### src/rtl/alu_sequencer_if.sv
// alu_sequencer_if: request, ALU and result signals of the ALU sequencer.
// The slave modport is the sequencer's view; the master modport is the view
// of the environment around it (instruction decoder, ALU, result consumer).
interface alu_sequencer_if #(
  parameter int unsigned WIDTH = 16
);

  // Operation request from the decoder
  logic             op_valid;
  logic             op_ready;
  logic [3:0]       opcode;
  logic [WIDTH-1:0] operand_a;
  logic [WIDTH-1:0] operand_b;
  logic             update_flags;

  // ALU command and response
  logic [3:0]       alu_op;
  logic [WIDTH-1:0] alu_a;
  logic [WIDTH-1:0] alu_b;
  logic             alu_start;
  logic [WIDTH-1:0] alu_result;
  logic             alu_z;
  logic             alu_n;
  logic             alu_c;
  logic             alu_v;
  logic             alu_done;

  // Result return and architectural status
  logic             res_valid;
  logic             res_ready;
  logic [WIDTH-1:0] res_data;
  logic             flag_z;
  logic             flag_n;
  logic             flag_c;
  logic             flag_v;
  logic             busy;
  logic             timeout_err;

  modport slave (
    input  op_valid, opcode, operand_a, operand_b, update_flags,
    input  alu_result, alu_z, alu_n, alu_c, alu_v, alu_done,
    input  res_ready,
    output op_ready,
    output alu_op, alu_a, alu_b, alu_start,
    output res_valid, res_data,
    output flag_z, flag_n, flag_c, flag_v,
    output busy, timeout_err
  );

  modport master (
    output op_valid, opcode, operand_a, operand_b, update_flags,
    output alu_result, alu_z, alu_n, alu_c, alu_v, alu_done,
    output res_ready,
    input  op_ready,
    input  alu_op, alu_a, alu_b, alu_start,
    input  res_valid, res_data,
    input  flag_z, flag_n, flag_c, flag_v,
    input  busy, timeout_err
  );

endinterface

### src/rtl/alu_sequencer.sv
// alu_sequencer: issues one operation at a time to the 16-bit ALU, waits one
// cycle (single-cycle ops) or for alu_done (multi-cycle ops), returns the
// result over a valid/ready handshake and owns the Z/N/C/V status register.
// Optional WAIT watchdog: define ALU_SEQ_TIMEOUT_EN.
module alu_sequencer #(
  parameter int unsigned WIDTH          = 16,
  parameter logic [3:0]  MULTI_OP_MIN   = 4'hC,
  parameter int unsigned TIMEOUT_CYCLES = 64
) (
  input  logic           clk,
  input  logic           rst,
  alu_sequencer_if.slave bus
);

  typedef enum logic [1:0] {
    S_IDLE = 2'd0,
    S_EXEC = 2'd1,
    S_WAIT = 2'd2,
    S_HOLD = 2'd3
  } state_t;

  state_t           r_state;
  state_t           w_state_nxt;

  logic             r_op_ready;
  logic             r_busy;

  logic [3:0]       r_alu_op;
  logic [WIDTH-1:0] r_alu_a;
  logic [WIDTH-1:0] r_alu_b;
  logic             r_alu_start;
  logic             r_upd_flags;

  logic             r_res_valid;
  logic [WIDTH-1:0] r_res_data;
  logic             r_flag_z;
  logic             r_flag_n;
  logic             r_flag_c;
  logic             r_flag_v;

  logic             w_is_multi;
  logic             w_accept;
  logic             w_capture;
  logic             w_res_hs;
  logic             w_timeout;
  logic             w_timeout_err;

  // State register; op_ready/busy are registered decodes of the next state
  always_ff @(posedge clk) begin
    if (rst) begin
      r_state    <= S_IDLE;
      r_op_ready <= 1'b1;
      r_busy     <= 1'b0;
    end else begin
      r_state    <= w_state_nxt;
      r_op_ready <= (w_state_nxt == S_IDLE);
      r_busy     <= (w_state_nxt != S_IDLE);
    end
  end

  // Next-state logic: accept -> execute -> (wait) -> hold until consumed
  always_comb begin
    w_state_nxt = r_state;
    case (r_state)
      S_IDLE: begin
        if (bus.op_valid) begin
          w_state_nxt = S_EXEC;
        end else begin
          w_state_nxt = S_IDLE;
        end
      end
      S_EXEC: begin
        if (w_is_multi) begin
          w_state_nxt = S_WAIT;
        end else begin
          w_state_nxt = S_HOLD;
        end
      end
      S_WAIT: begin
        if (bus.alu_done || w_timeout) begin
          w_state_nxt = S_HOLD;
        end else begin
          w_state_nxt = S_WAIT;
        end
      end
      S_HOLD: begin
        if (bus.res_ready) begin
          w_state_nxt = S_IDLE;
        end else begin
          w_state_nxt = S_HOLD;
        end
      end
      default: begin
        w_state_nxt = S_IDLE;
      end
    endcase
  end

  // Per-state control strobes; alu_done only matters while in WAIT
  always_comb begin
    w_is_multi = (r_alu_op >= MULTI_OP_MIN);
    w_accept   = 1'b0;
    w_capture  = 1'b0;
    w_res_hs   = 1'b0;
    case (r_state)
      S_IDLE: begin
        w_accept = bus.op_valid;
      end
      S_EXEC: begin
        w_capture = ~w_is_multi;
      end
      S_WAIT: begin
        w_capture = bus.alu_done;
      end
      S_HOLD: begin
        w_res_hs = bus.res_ready;
      end
      default: begin
        w_accept  = 1'b0;
        w_capture = 1'b0;
        w_res_hs  = 1'b0;
      end
    endcase
  end

  // ALU command registers: loaded only on accept so the ALU inputs stay quiet
  always_ff @(posedge clk) begin
    if (rst) begin
      r_alu_op    <= 4'h0;
      r_alu_a     <= {WIDTH{1'b0}};
      r_alu_b     <= {WIDTH{1'b0}};
      r_upd_flags <= 1'b0;
      r_alu_start <= 1'b0;
    end else if (w_accept) begin
      r_alu_op    <= bus.opcode;
      r_alu_a     <= bus.operand_a;
      r_alu_b     <= bus.operand_b;
      r_upd_flags <= bus.update_flags;
      // start is high exactly during the EXEC cycle of a multi-cycle op
      r_alu_start <= (bus.opcode >= MULTI_OP_MIN);
    end else begin
      r_alu_start <= 1'b0;
    end
  end

  // Result register and valid flag: set on capture/timeout, cleared on handshake
  always_ff @(posedge clk) begin
    if (rst) begin
      r_res_valid <= 1'b0;
      r_res_data  <= {WIDTH{1'b0}};
    end else if (w_capture) begin
      r_res_valid <= 1'b1;
      r_res_data  <= bus.alu_result;
    end else if (w_timeout) begin
      r_res_valid <= 1'b1;
      r_res_data  <= {WIDTH{1'b1}};
    end else if (w_res_hs) begin
      r_res_valid <= 1'b0;
    end else begin
      r_res_valid <= r_res_valid;
    end
  end

  // Status register: written only on a real capture with the update intent
  always_ff @(posedge clk) begin
    if (rst) begin
      r_flag_z <= 1'b0;
      r_flag_n <= 1'b0;
      r_flag_c <= 1'b0;
      r_flag_v <= 1'b0;
    end else if (w_capture && r_upd_flags) begin
      r_flag_z <= bus.alu_z;
      r_flag_n <= bus.alu_n;
      r_flag_c <= bus.alu_c;
      r_flag_v <= bus.alu_v;
    end else begin
      r_flag_z <= r_flag_z;
    end
  end

`ifdef ALU_SEQ_TIMEOUT_EN
  localparam int unsigned CNT_W = $clog2(TIMEOUT_CYCLES + 1);

  logic [CNT_W-1:0] r_wait_cnt;
  logic             r_timeout_err;

  // Limit hits on the TIMEOUT_CYCLES-th WAIT cycle; alu_done in that cycle wins
  assign w_timeout = (r_state == S_WAIT) && !bus.alu_done &&
                     (r_wait_cnt == CNT_W'(TIMEOUT_CYCLES - 1));

  // WAIT cycle counter (cleared in EXEC, i.e. on entry) and sticky error flag
  always_ff @(posedge clk) begin
    if (rst) begin
      r_wait_cnt    <= {CNT_W{1'b0}};
      r_timeout_err <= 1'b0;
    end else begin
      if (r_state == S_EXEC) begin
        r_wait_cnt <= {CNT_W{1'b0}};
      end else if (r_state == S_WAIT) begin
        r_wait_cnt <= r_wait_cnt + CNT_W'(1);
      end else begin
        r_wait_cnt <= r_wait_cnt;
      end
      if (w_timeout) begin
        r_timeout_err <= 1'b1;
      end else begin
        r_timeout_err <= r_timeout_err;
      end
    end
  end

  assign w_timeout_err = r_timeout_err;
`else
  // Without the watchdog, WAIT lasts until alu_done
  assign w_timeout     = 1'b0;
  assign w_timeout_err = 1'b0;
`endif

  assign bus.op_ready    = r_op_ready;
  assign bus.busy        = r_busy;
  assign bus.alu_op      = r_alu_op;
  assign bus.alu_a       = r_alu_a;
  assign bus.alu_b       = r_alu_b;
  assign bus.alu_start   = r_alu_start;
  assign bus.res_valid   = r_res_valid;
  assign bus.res_data    = r_res_data;
  assign bus.flag_z      = r_flag_z;
  assign bus.flag_n      = r_flag_n;
  assign bus.flag_c      = r_flag_c;
  assign bus.flag_v      = r_flag_v;
  assign bus.timeout_err = w_timeout_err;

endmodule
### src/flat_wrapper.sv
// flat-port wrapper written by rule: the top's interface ports become plain ports
module alu_sequencer_flat 
#(
  parameter int unsigned WIDTH          = 16,
  parameter logic [3:0]  MULTI_OP_MIN   = 4'hC,
  parameter int unsigned TIMEOUT_CYCLES = 64
)
  (clk, rst, bus_op_valid, bus_opcode, bus_operand_a, bus_operand_b, bus_update_flags, bus_alu_result, bus_alu_z, bus_alu_n, bus_alu_c, bus_alu_v, bus_alu_done, bus_res_ready, bus_op_ready, bus_alu_op, bus_alu_a, bus_alu_b, bus_alu_start, bus_res_valid, bus_res_data, bus_flag_z, bus_flag_n, bus_flag_c, bus_flag_v, bus_busy, bus_timeout_err);
  alu_sequencer_if #(.WIDTH(WIDTH)) bus_i ();
  input  logic clk;
  input  logic rst;
  input wire logic [$bits(bus_i.op_valid)-1:0] bus_op_valid;
  input wire logic [$bits(bus_i.opcode)-1:0] bus_opcode;
  input wire logic [$bits(bus_i.operand_a)-1:0] bus_operand_a;
  input wire logic [$bits(bus_i.operand_b)-1:0] bus_operand_b;
  input wire logic [$bits(bus_i.update_flags)-1:0] bus_update_flags;
  input wire logic [$bits(bus_i.alu_result)-1:0] bus_alu_result;
  input wire logic [$bits(bus_i.alu_z)-1:0] bus_alu_z;
  input wire logic [$bits(bus_i.alu_n)-1:0] bus_alu_n;
  input wire logic [$bits(bus_i.alu_c)-1:0] bus_alu_c;
  input wire logic [$bits(bus_i.alu_v)-1:0] bus_alu_v;
  input wire logic [$bits(bus_i.alu_done)-1:0] bus_alu_done;
  input wire logic [$bits(bus_i.res_ready)-1:0] bus_res_ready;
  output wire logic [$bits(bus_i.op_ready)-1:0] bus_op_ready;
  output wire logic [$bits(bus_i.alu_op)-1:0] bus_alu_op;
  output wire logic [$bits(bus_i.alu_a)-1:0] bus_alu_a;
  output wire logic [$bits(bus_i.alu_b)-1:0] bus_alu_b;
  output wire logic [$bits(bus_i.alu_start)-1:0] bus_alu_start;
  output wire logic [$bits(bus_i.res_valid)-1:0] bus_res_valid;
  output wire logic [$bits(bus_i.res_data)-1:0] bus_res_data;
  output wire logic [$bits(bus_i.flag_z)-1:0] bus_flag_z;
  output wire logic [$bits(bus_i.flag_n)-1:0] bus_flag_n;
  output wire logic [$bits(bus_i.flag_c)-1:0] bus_flag_c;
  output wire logic [$bits(bus_i.flag_v)-1:0] bus_flag_v;
  output wire logic [$bits(bus_i.busy)-1:0] bus_busy;
  output wire logic [$bits(bus_i.timeout_err)-1:0] bus_timeout_err;
  assign bus_i.op_valid = bus_op_valid;
  assign bus_i.opcode = bus_opcode;
  assign bus_i.operand_a = bus_operand_a;
  assign bus_i.operand_b = bus_operand_b;
  assign bus_i.update_flags = bus_update_flags;
  assign bus_i.alu_result = bus_alu_result;
  assign bus_i.alu_z = bus_alu_z;
  assign bus_i.alu_n = bus_alu_n;
  assign bus_i.alu_c = bus_alu_c;
  assign bus_i.alu_v = bus_alu_v;
  assign bus_i.alu_done = bus_alu_done;
  assign bus_i.res_ready = bus_res_ready;
  assign bus_op_ready = bus_i.op_ready;
  assign bus_alu_op = bus_i.alu_op;
  assign bus_alu_a = bus_i.alu_a;
  assign bus_alu_b = bus_i.alu_b;
  assign bus_alu_start = bus_i.alu_start;
  assign bus_res_valid = bus_i.res_valid;
  assign bus_res_data = bus_i.res_data;
  assign bus_flag_z = bus_i.flag_z;
  assign bus_flag_n = bus_i.flag_n;
  assign bus_flag_c = bus_i.flag_c;
  assign bus_flag_v = bus_i.flag_v;
  assign bus_busy = bus_i.busy;
  assign bus_timeout_err = bus_i.timeout_err;
  alu_sequencer #(.WIDTH(WIDTH), .MULTI_OP_MIN(MULTI_OP_MIN), .TIMEOUT_CYCLES(TIMEOUT_CYCLES)) u_core (.clk(clk), .rst(rst), .bus(bus_i));
endmodule
### config.mk
export PLATFORM = sky130hd
export DESIGN_NAME = alu_sequencer_flat
export DESIGN_NICKNAME = d
export VERILOG_FILES = /design/src/rtl/alu_sequencer_if.sv /design/src/rtl/alu_sequencer.sv /design/src/flat_wrapper.sv
export SDC_FILE = /design/constraint.sdc
export NUM_CORES = 1
export LEC_CHECK = 0
export CAP_MARGIN = 10
export CORE_ASPECT_RATIO = 1.75
export CORE_MARGIN = 2
export CORE_UTILIZATION = 35
export CTS_CLUSTER_SIZE = 8
export DETAILED_ROUTE_END_ITERATION = 12
export DONT_BUFFER_PORTS = 1
export GPL_TIMING_DRIVEN = 0
export SETUP_SLACK_MARGIN = 0.3
export SYNTH_ARGS = -nofsm -noshare
export SYNTH_HDL_FRONTEND = slang
export SYNTH_SLANG_ARGS = --single-unit
### constraint.sdc
create_clock -name clk -period 1.6 [get_ports clk]
set_clock_uncertainty 0.05 [all_clocks]
set_input_delay 0.32 -clock clk [delete_from_list [all_inputs] [get_ports clk]]
set_output_delay 0.32 -clock clk [all_outputs]
set_load 0.1 [all_outputs]
==> results by group, run 1 <==
Clock network
  – CTS Buffer Depth: 2
  – H-tree Lvls: 3
  – Post-CTS Hold Buffers: 0
  – Root Buffer: clkbuf_16
  – Clk Latency, worst-skew pair: 0.33 ns
  – Clk slew on worst S/H paths: 0.05 ns
  – CTS tree: yes
  – Clock buffer count from CTS: 9
  – CTS sink cnt: 63

Power and ir drop
  – Switching share of total power: 40.4%
  – Logic pwr share: 23.9%
  – VDD IR-drop max: 0.829 mV
  – Clock power share: 29.2%
  – Pwr Density: 1670 mW/mm2
  – Lkg Pwr: 1.43 nW
  – Seq pwr share: 46.9%
  – Net Switching: 2.66 mW
  – Pint: 3.92 mW

Setup path
  – Slowest cell on the critical path: or4_4
  – CP max stage delay: 0.52 ns
  – Critical path class: reg -> reg
  – CP max FO: 3
  – CP Buf/Inv Count: 2
  – Worst path cell trace: inv_4 > ha_4 > and2_4 > buf_6 > or4_4 > a21o_1
  – Crit. Startpoint: u_core.r_state[0]$_SDFF_PP0_
  – Reg-to-reg startpoint: u_core.r_state[0]$_SDFF_PP0_
  – Crit path capture type: flip-flop
  – CP Data Arrival Time: 1.81 ns
  – CP top delay family: simple AND/OR/NAND/NOR gates
  – WP depth: 6
  – CP endpoint: u_core.bus.busy$_SDFF_PP0_
  – Crit path required time: 1.77 ns
  – FF-to-FF End: u_core.bus.busy$_SDFF_PP0_
  – Worst r2r path cells: 6
  – Reg2Reg Setup Slack: -0.04 ns
  – CP Launch Type: flip-flop

Yosys
  – Ranking of synthesized cells by area: dfxtp_1, nand2_1, a21oi_1
  – Post-Syn Area per Cell: 8.50 um2
  – Unique masters post-synth: 26
  – Post-Synthesis Cells: 290
  – YS warnings: 0
  – Register bit total from synthesis: 63
  – Cell Area, Synth: 0.00246 mm2
  – Share of the synthesized area in the top cell type: 51.2%
  – Yosys top cell by area: dfxtp_1
  – Synthesized net count: 357
  – Register area share after synthesis: 51.2%

Worst hold path
  – Min-delay src: bus_operand_b[3]
  – Hold WC Path Type: in -> reg

STA
  – RSZ-0062 raised after global routing: true
  – Worst Tran Pin Value: 0.572 ns
  – Slew margin rel.: 61.9%
  – Max-slew violation count: 0
  – Final min period: 1.64 ns
  – Endpoints failing hold: 0
  – Setup TNS Final: -0.0961 ns
  – Post-route clock period utilization: 103%
  – Fmax: 0.609 GHz
  – Final setup vio count: 6
  – Setup WS post-layout: -0.0417 ns

Placement
  – Placed wire-length estimate: 4.69 mm
  – RD Place Congestion: 0.697
  – Pre-CTS setup slack: -0.124 ns
  – PortBufs: 0

Layout
  – Final net count: 399
  – Synth-to-Final Area Change: 60.2%
  – ANT cells: 0
  – Most common cell after layout, fill and taps aside: dfxtp_4
  – Commonest cells after routing, fill and taps aside: dfxtp_4, nand2_1, a21oi_1
  – Share of cells above drive strength 1: 55.7%

Run status
  – Violated checks: negative setup slack
  – Outcome: complete, but fails checks

Die
  – Floorplan row count: 40
  – Die width: 67.4 um
  – DIE AREA: 0.00776 mm2
  – Effective utilization at floorplan: 35.9%
  – I/O pin total: 123
  – Core ar.: 0.00686 mm2
  – Die height: 115 um

Routing
  – Antenna-violating nets left: 0
  – Initial DRC Count: 73
  – Via Count: 2222
  – Routed WL: 7.37 mm
  – Drt via density: 5.29
  – Drt wl/cell: 17.5 um
  – Pre-antenna DRT Iters: 4
  – DRC viols: 0

Global route
  – Total grt overflow: 0
  – Vias in the first global route: 2178
  – Global-route wire length before repair: 10.6 mm
  – Largest net degree at the start of global routing: 11
  – GRT Overall Usage: 18.8%
  – Initial antenna violation count: 0

Job
  – Max_cap viols: 0
[synthesized netlist by cell type]
cell type	count
nand2_1	79
buf_4	1
and2_4	1
mux2i_1	4
conb_1	1
nor2b_1	1
nor3_1	1
ha_1	5
o21ba_2	1
clkbuf_1	12
nand3_1	1
buf_2	5
buf_6	1
o21ai_1	1
or4_4	1
a21o_1	1
o211ai_1	32
dfxtp_1	63
a21boi_2	1
nand2b_1	8
o211a_2	1
and2_1	3
o31a_1	1
inv_1	3
a21oi_1	56
buf_1	6
[sequential cells by signal, indices dropped and copies added, names as in the netlist]
signal / cells
u_core.bus.alu_a: 16
u_core.bus.alu_b: 16
u_core.bus.res_data: 16
u_core.bus.alu_op: 4
u_core.r_state: 2
u_core.bus.alu_start: 1
u_core.bus.busy: 1
u_core.bus.flag_c: 1
u_core.bus.flag_n: 1
u_core.bus.flag_v: 1
u_core.bus.flag_z: 1
u_core.bus.op_ready: 1
u_core.bus.res_valid: 1
u_core.r_upd_flags: 1
[worst min path at each step]
stage          cells after the start                                 to
6_report                           2   u_core.bus.alu_b[3]$_SDFFE_PP0P_
2_1_floorplan                      2    u_core.r_upd_flags$_SDFFE_PP0P_
4_1_cts                            2   u_core.bus.alu_b[3]$_SDFFE_PP0P_
3_3_place_gp                       2    u_core.bus.alu_start$_SDFF_PP0_
3_5_place_dp                       2  u_core.bus.alu_op[2]$_SDFFE_PP0P_
5_1_grt                            2   u_core.bus.alu_b[3]$_SDFFE_PP0P_
[area by class of cell]
type / count / area (um2)
timing repair buffer: 31 / 392
fill: 597 / 2910
clock buffer: 11 / 253
sequential: 63 / 1490
inverter: 3 / 16.3
multi-input combinational: 199 / 1350
clock inverter: 4 / 45.0
tap: 84 / 105
buffer: 25 / 298
[cells by family (layout without fill, tap and decap cells)]
kind of cell / count (synthesis) / count (layout) / synth area share [%]
multiplexers: 4 / 4 / 1.62
flip-flops: 63 / 63 / 51.2
AO/OA/AOI/OAI: 94 / 94 / 23.2
adder cells (fa/ha/maj): 5 / 5 / 2.54
other: 1 / 1 / 0.152
buffers and inverters: 28 / 74 / 4.97
AND/OR/NAND/NOR: 95 / 95 / 16.3
[metrics by stage]
| step | utilization, % | hold slack, ns | cell area, um2 | instances | power (mW) |
|---|---|---|---|---|---|
| after global routing | 57.6 | 0.0440 | 3950 | 420 | 6.82 |
| after detailed placement | 39.2 | 0.408 | 2690 | 374 | 3.88 |
| after CTS | 55.1 | 0.0418 | 3770 | 417 | 6.42 |
| after global placement | 39.2 | 0.400 | 2690 | 374 | 3.86 |
| final | 57.6 | 0.0475 | 3950 | 420 | 6.59 |
| after floorplan | - | 0.387 | 2580 | 290 | 3.68 |
[per-layer routing]
| layer | GRT usage (%) | share of wire [%] | vias up |
|---|---|---|---|
| met5 | 0 | 0 | - |
| met4 | 10.1 | 2.5 | 0 |
| met3 | 6.56 | 7.6 | 13 |
| met2 | 33.5 | 55 | 88 |
| met1 | 18.5 | 34 | 1042 |
| li1 | - | - | 1079 |
[power groups by stage]
stage	registers, mW	clock network [mW]	logic, mW
floorplan	3.04	0	0.638
global placement	3.08	0	0.780
detailed placement	3.09	0	0.797
CTS	3.09	1.98	1.36
global route	3.11	2.04	1.68
finish	3.09	1.93	1.57
[what timing repair did]
action | CTS | global route
pin swaps | 36 | 19
setup buffers | 21 | 2
cloned | 7 | 1
gates resized for setup | 190 | 31
setup endpoints to repair | 120 | 63
Power figures use the tool's default switching activity.
==> inputs of run 2 (changes only) <==
==> constraint.sdc (replaced) <==
create_clock -name clk -period 1.6 [get_ports clk]
set_clock_uncertainty 0.05 [all_clocks]
set_input_delay 0.08 -clock clk [delete_from_list [all_inputs] [get_ports clk]]
set_output_delay 0.08 -clock clk [all_outputs]
set_load 0.1 [all_outputs]
==> results by group, run 2 (same netlist as run 1, synthesis figures left out) <==
Setup path
  – Critical path class: reg -> reg
  – Worst r2r path cells: 6
  – CP Data Arrival Time: 1.81 ns
  – FF-to-FF End: u_core.bus.busy$_SDFF_PP0_
  – Crit path required time: 1.77 ns
  – Crit path capture type: flip-flop
  – CP Launch Type: flip-flop
  – CP top delay family: simple AND/OR/NAND/NOR gates
  – Slowest cell on the critical path: or4_4
  – CP Buf/Inv Count: 2
  – Reg2Reg Setup Slack: -0.04 ns
  – CP max FO: 3
  – CP max stage delay: 0.52 ns
  – Worst path cell trace: inv_4 > ha_4 > and2_4 > buf_6 > or4_4 > a21o_1
  – Reg-to-reg startpoint: u_core.r_state[0]$_SDFF_PP0_

Power and ir drop
  – Logic pwr share: 26.9%
  – Seq pwr share: 44.9%
  – VDD IR-drop max: 0.878 mV
  – Net Switching: 2.85 mW
  – Pint: 4.04 mW
  – Pwr Density: 1470 mW/mm2
  – Lkg Pwr: 1.86 nW
  – Switching share of total power: 41.4%
  – Tot Pwr: 6.90 mW
  – Clock power share: 28.3%

Layout
  – Share of cells above drive strength 1: 54.8%
  – Sequential Area: 0.00135 mm2
  – Synth-to-Final Area Change: 90.1%
  – ANT cells: 0
  – Commonest cells after routing, fill and taps aside: dlygate4sd3_1, dfxtp_2, nand2_1
  – Filler cell count: 480
  – Most common cell after layout, fill and taps aside: dlygate4sd3_1
  – Final net count: 459
  – Area of the multi-input gates: 0.00161 mm2

STA
  – RSZ-0062 raised after global routing: true
  – Post-route clock period utilization: 102%
  – Final min period: 1.64 ns
  – Slew margin rel.: 36.9%
  – Setup WS post-layout: -0.0368 ns
  – Final setup vio count: 4
  – Endpoints failing hold: 0
  – Max-slew violation count: 0
  – Fmax: 0.611 GHz
  – Worst Tran Pin Value: 0.946 ns

Die
  – Die height: 115 um
  – Floorplan row count: 40
  – I/O pin total: 123
  – DIE AREA: 0.00776 mm2
  – Die width: 67.4 um
  – Effective utilization at floorplan: 35.9%
  – Core ar.: 0.00686 mm2

Clock network
  – Root Buffer: clkbuf_16
  – CTS Buffer Depth: 2
  – Clk Latency, worst-skew pair: 0.33 ns
  – Clk slew on worst S/H paths: 0.05 ns
  – Clock buffer count from CTS: 9
  – CTS sink cnt: 63
  – H-tree Lvls: 3
  – CTS tree: yes

Worst hold path
  – Hold WC Path Type: in -> reg
  – Hold depth: 3
  – Min-delay src: bus_alu_done
  – Hold Path Sink: u_core.bus.res_data[4]$_SDFFE_PP0P_

Global route
  – Global-route wire length before repair: 12.2 mm
  – Total grt overflow: 0
  – GRT Overall Usage: 21.5%
  – Vias in the first global route: 2543
  – Largest net degree at the start of global routing: 11
  – Initial antenna violation count: 0

Routing
  – Routed WL: 8.82 mm
  – Drt wl/cell: 18.4 um
  – Drt via density: 5.33
  – Via Count: 2556
  – DRC viols: 0
  – Initial DRC Count: 141
  – Pre-antenna DRT Iters: 4
  – Antenna-violating nets left: 0

Run status
  – Violated checks: negative setup slack
  – Outcome: complete, but fails checks

Placement
  – Pre-CTS setup slack: -0.124 ns
  – Placed wire-length estimate: 4.69 mm
  – RD Place Congestion: 0.697
  – PortBufs: 0

Job
  – Max_cap viols: 0
run 2: metal layers:
layer	GRT usage, %	wire [um]	vias to the layer above
met4	10.6	278	0
met3	7.53	538	21
li1	-	-	1199
met5	0	0	-
met1	20.0	3120	1235
met2	39.8	4880	101
run 2: worst reg2reg max path: stages (launching register included):
cell and delay, ns:
dfxtp_4 0.37, inv_4 0.05, ha_4 0.15, and2_4 0.13, buf_6 0.11, or4_4 0.52
a21o_1 0.17
run 2: cell type report:
cell class	count	area share (%)
inverters	3	0.347
well taps	84	2.24
clock inverters	4	0.962
flip-flops and latches	63	28.8
clock buffers	11	5.40
repair buffers	91	21.3
plain buffers	25	6.70
multi-input cells	199	34.3
run 2: power groups by stage:
stage                     Combinational [mW]  Clock [mW]  Sequential [mW]
after CTS                               1.49        1.98             3.09
after detailed placement               0.797           0             3.09
final                                   1.85        1.95             3.09
after global routing                    1.96        2.05             3.11
after floorplan                        0.638           0             3.04
after global placement                 0.780           0             3.08
run 2: worst max-delay path by stage:
stage                                 startpoint                                   end  slack (ns)  depth (start not counted)
floorplan           u_core.r_state[0]$_SDFF_PP0_            u_core.bus.busy$_SDFF_PP0_       -0.02                          6
global placement    u_core.r_state[0]$_SDFF_PP0_  u_core.bus.res_data[13]$_SDFFE_PP0P_       -0.09                          6
detailed placement  u_core.r_state[1]$_SDFF_PP0_  u_core.bus.res_data[10]$_SDFFE_PP0P_       -0.12                          6
CTS                 u_core.r_state[0]$_SDFF_PP0_            u_core.bus.busy$_SDFF_PP0_       -0.07                          6
global route        u_core.r_state[0]$_SDFF_PP0_  u_core.bus.res_data[11]$_SDFFE_PP0P_       -0.07                          8
finish              u_core.r_state[0]$_SDFF_PP0_            u_core.bus.busy$_SDFF_PP0_       -0.04                          6
run 2: stage by stage:
step                hold slack, ns  cells  utilization, %  cell area [um2]  TNS, ns
global route                0.0405    480            68.3             4680   -0.501
floorplan                    0.148    290               -             2580  -0.0321
CTS                         0.0295    478            62.1             4260  -0.0973
detailed placement           0.168    374            39.2             2690    -1.33
global placement             0.160    374            39.2             2690   -0.966
finish                      0.0233    480            68.3             4680  -0.0603
run 2: what timing repair did:
item	4_1_cts	5_1_grt
hold endpoints to repair	61	0
setup endpoints to repair	113	64
resized for setup	136	94
cloned	8	1
setup buffers	20	1
pin swaps	36	53
hold buffers	61	0
==> inputs of run 3 (changes only) <==
- CORE_UTILIZATION: 35 -> 29
- SKIP_LAST_GASP: not set -> 1
==> results by group, run 3 (same netlist as run 1, synthesis figures left out) <==
Run status
  – Outcome: complete, but fails checks
  – Violated checks: negative setup slack

Clock network
  – CTS Buffer Depth: 2
  – CTS tree: yes
  – H-tree Lvls: 3
  – CTS sink cnt: 63
  – Clock buffer count from CTS: 9
  – Clk slew on worst S/H paths: 0.05 ns
  – Clk Latency, worst-skew pair: 0.32 ns
  – Root Buffer: clkbuf_16

Routing
  – Met1 Wirelength: 3.15 mm
  – DRC viols: 0
  – Routed length on met3: 508 um
  – Initial DRC Count: 92
  – Pre-antenna DRT Iters: 4
  – Routed WL: 8.87 mm
  – Drt via density: 5.25
  – Antenna-violating nets left: 0
  – Metal2 WL: 4.90 mm
  – Via Count: 2576
  – Drt wl/cell: 18.1 um
  – DR top layer: met4

Layout
  – Final Cell Area: 0.00463 mm2
  – Final core occ: 56.1%
  – Commonest cells after routing, fill and taps aside: dlygate4sd3_1, dfxtp_2, nand2_1
  – Area of the multi-input gates: 0.00158 mm2
  – Share of cells above drive strength 1: 54.1%
  – Final instance count without filler cells: 491
  – Final net count: 461
  – Synth-to-Final Area Change: 87.9%
  – ANT cells: 0
  – Most common cell after layout, fill and taps aside: dlygate4sd3_1
  – Filler cell count: 677
  – Sequential Area: 0.00135 mm2

Power and ir drop
  – Pint: 4.01 mW
  – Switching share of total power: 41.2%
  – Tot Pwr: 6.82 mW
  – Logic pwr share: 25.8%
  – VDD IR-drop max: 0.707 mV
  – Pwr Density: 1470 mW/mm2
  – Lkg Pwr: 1.84 nW
  – Net Switching: 2.81 mW
  – Seq pwr share: 45.4%
  – Clock power share: 28.8%

STA
  – Setup WS post-layout: -0.0375 ns
  – Slew margin rel.: 37.3%
  – Worst Tran Pin Value: 0.939 ns
  – Setup TNS Final: -0.109 ns
  – Endpoints failing hold: 0
  – Final min period: 1.64 ns
  – RSZ-0062 raised after global routing: true
  – Max-slew violation count: 0
  – Fmax: 0.611 GHz
  – Post-route clock period utilization: 102%
  – Final setup vio count: 5

Die
  – Floorplan row count: 44
  – Effective utilization at floorplan: 29.8%
  – I/O pin total: 123
  – DIE AREA: 0.00928 mm2
  – Die height: 126 um
  – Die width: 73.7 um
  – Core ar.: 0.00826 mm2

Placement
  – Cell Area, Placed: 0.00270 mm2
  – RD Place Congestion: 0.787
  – Placed wire-length estimate: 5.03 mm
  – PortBufs: 0
  – Cells after DPL: 382

Setup path
  – CP Launch Type: flip-flop
  – Slowest cell on the critical path: or4_4
  – Critical path class: reg -> reg
  – CP max stage delay: 0.52 ns
  – CP top delay family: simple AND/OR/NAND/NOR gates
  – Reg2Reg Setup Slack: -0.04 ns
  – Worst path cell trace: inv_4 > ha_4 > and2_4 > buf_6 > or4_4 > a21o_1
  – CP max FO: 4
  – Crit path required time: 1.77 ns
  – CP Data Arrival Time: 1.81 ns
  – Crit path capture type: flip-flop
  – CP Buf/Inv Count: 2

Global route
  – Total grt overflow: 0
  – Vias in the first global route: 2802
  – GRT Overall Usage: 18.9%
  – Initial antenna violation count: 0
  – Largest net degree at the start of global routing: 11
  – Global-route wire length before repair: 13.3 mm

Worst hold path
  – Hold WC Path Type: in -> reg

Job
  – Max_cap viols: 0
==> run 3: timing repair <==
item | in CTS | in global routing
hold endpoints to repair | 61 | 0
cloned | 7 | 0
hold buffers | 60 | 0
gates resized for setup | 143 | 83
buffers inserted | 22 | 4
endpoints found under the setup margin | 113 | 63
pin swaps | 68 | 44
==> run 3: stage by stage <==
step           setup slack, ns  hold WS, ns
3_3_place_gp           -0.0794        0.157
4_1_cts                -0.0698      0.00833
3_5_place_dp            -0.130        0.168
5_1_grt                -0.0848       0.0320
2_1_floorplan          -0.0225        0.148
6_report               -0.0375       0.0370
==> run 3: worst register-to-register path: stages, from the launching register on <==
cell     delay, ns
dfxtp_4       0.37
inv_4         0.05
ha_4          0.15
and2_4        0.13
buf_6         0.11
or4_4         0.52
a21o_1        0.17
==> run 3: cell type report <==
cell class | count | share of cell area, %
multi-input combinational | 199 | 34.2
clock inverter | 3 | 0.865
sequential | 63 | 29.1
buffer | 25 | 5.97
inverter | 3 | 0.351
timing repair buffer | 93 | 21.4
tap | 92 | 2.49
clock buffer | 13 | 5.65
==> run 3: power by group through the flow <==
stage / combinational [mW] / clock, mW / sequential, mW
2_1_floorplan: 0.638 / 0 / 3.04
3_3_place_gp: 0.783 / 0 / 3.08
3_5_place_dp: 0.797 / 0 / 3.09
4_1_cts: 1.48 / 2.02 / 3.09
5_1_grt: 1.88 / 2.09 / 3.12
6_report: 1.76 / 1.96 / 3.09
==> run 3: final timing paths <==
kind / to / start / depth (start not counted)
worst max-delay path: u_core.bus.busy$_SDFF_PP0_ / u_core.r_state[0]$_SDFF_PP0_ / 6
worst min-delay path: u_core.r_state[1]$_SDFF_PP0_ / bus_res_ready / 2
worst max register to register: u_core.bus.busy$_SDFF_PP0_ / u_core.r_state[0]$_SDFF_PP0_ / 6
worst min register to register: u_core.r_upd_flags$_SDFFE_PP0P_ / u_core.r_upd_flags$_SDFFE_PP0P_ / 2
==> run 3: layer usage <==
layer / vias up / track usage, %
li1: 1210 / -
met1: 1219 / 18.5
met2: 123 / 33.1
met3: 24 / 4.64
met4: 0 / 13.0
met5: - / 0
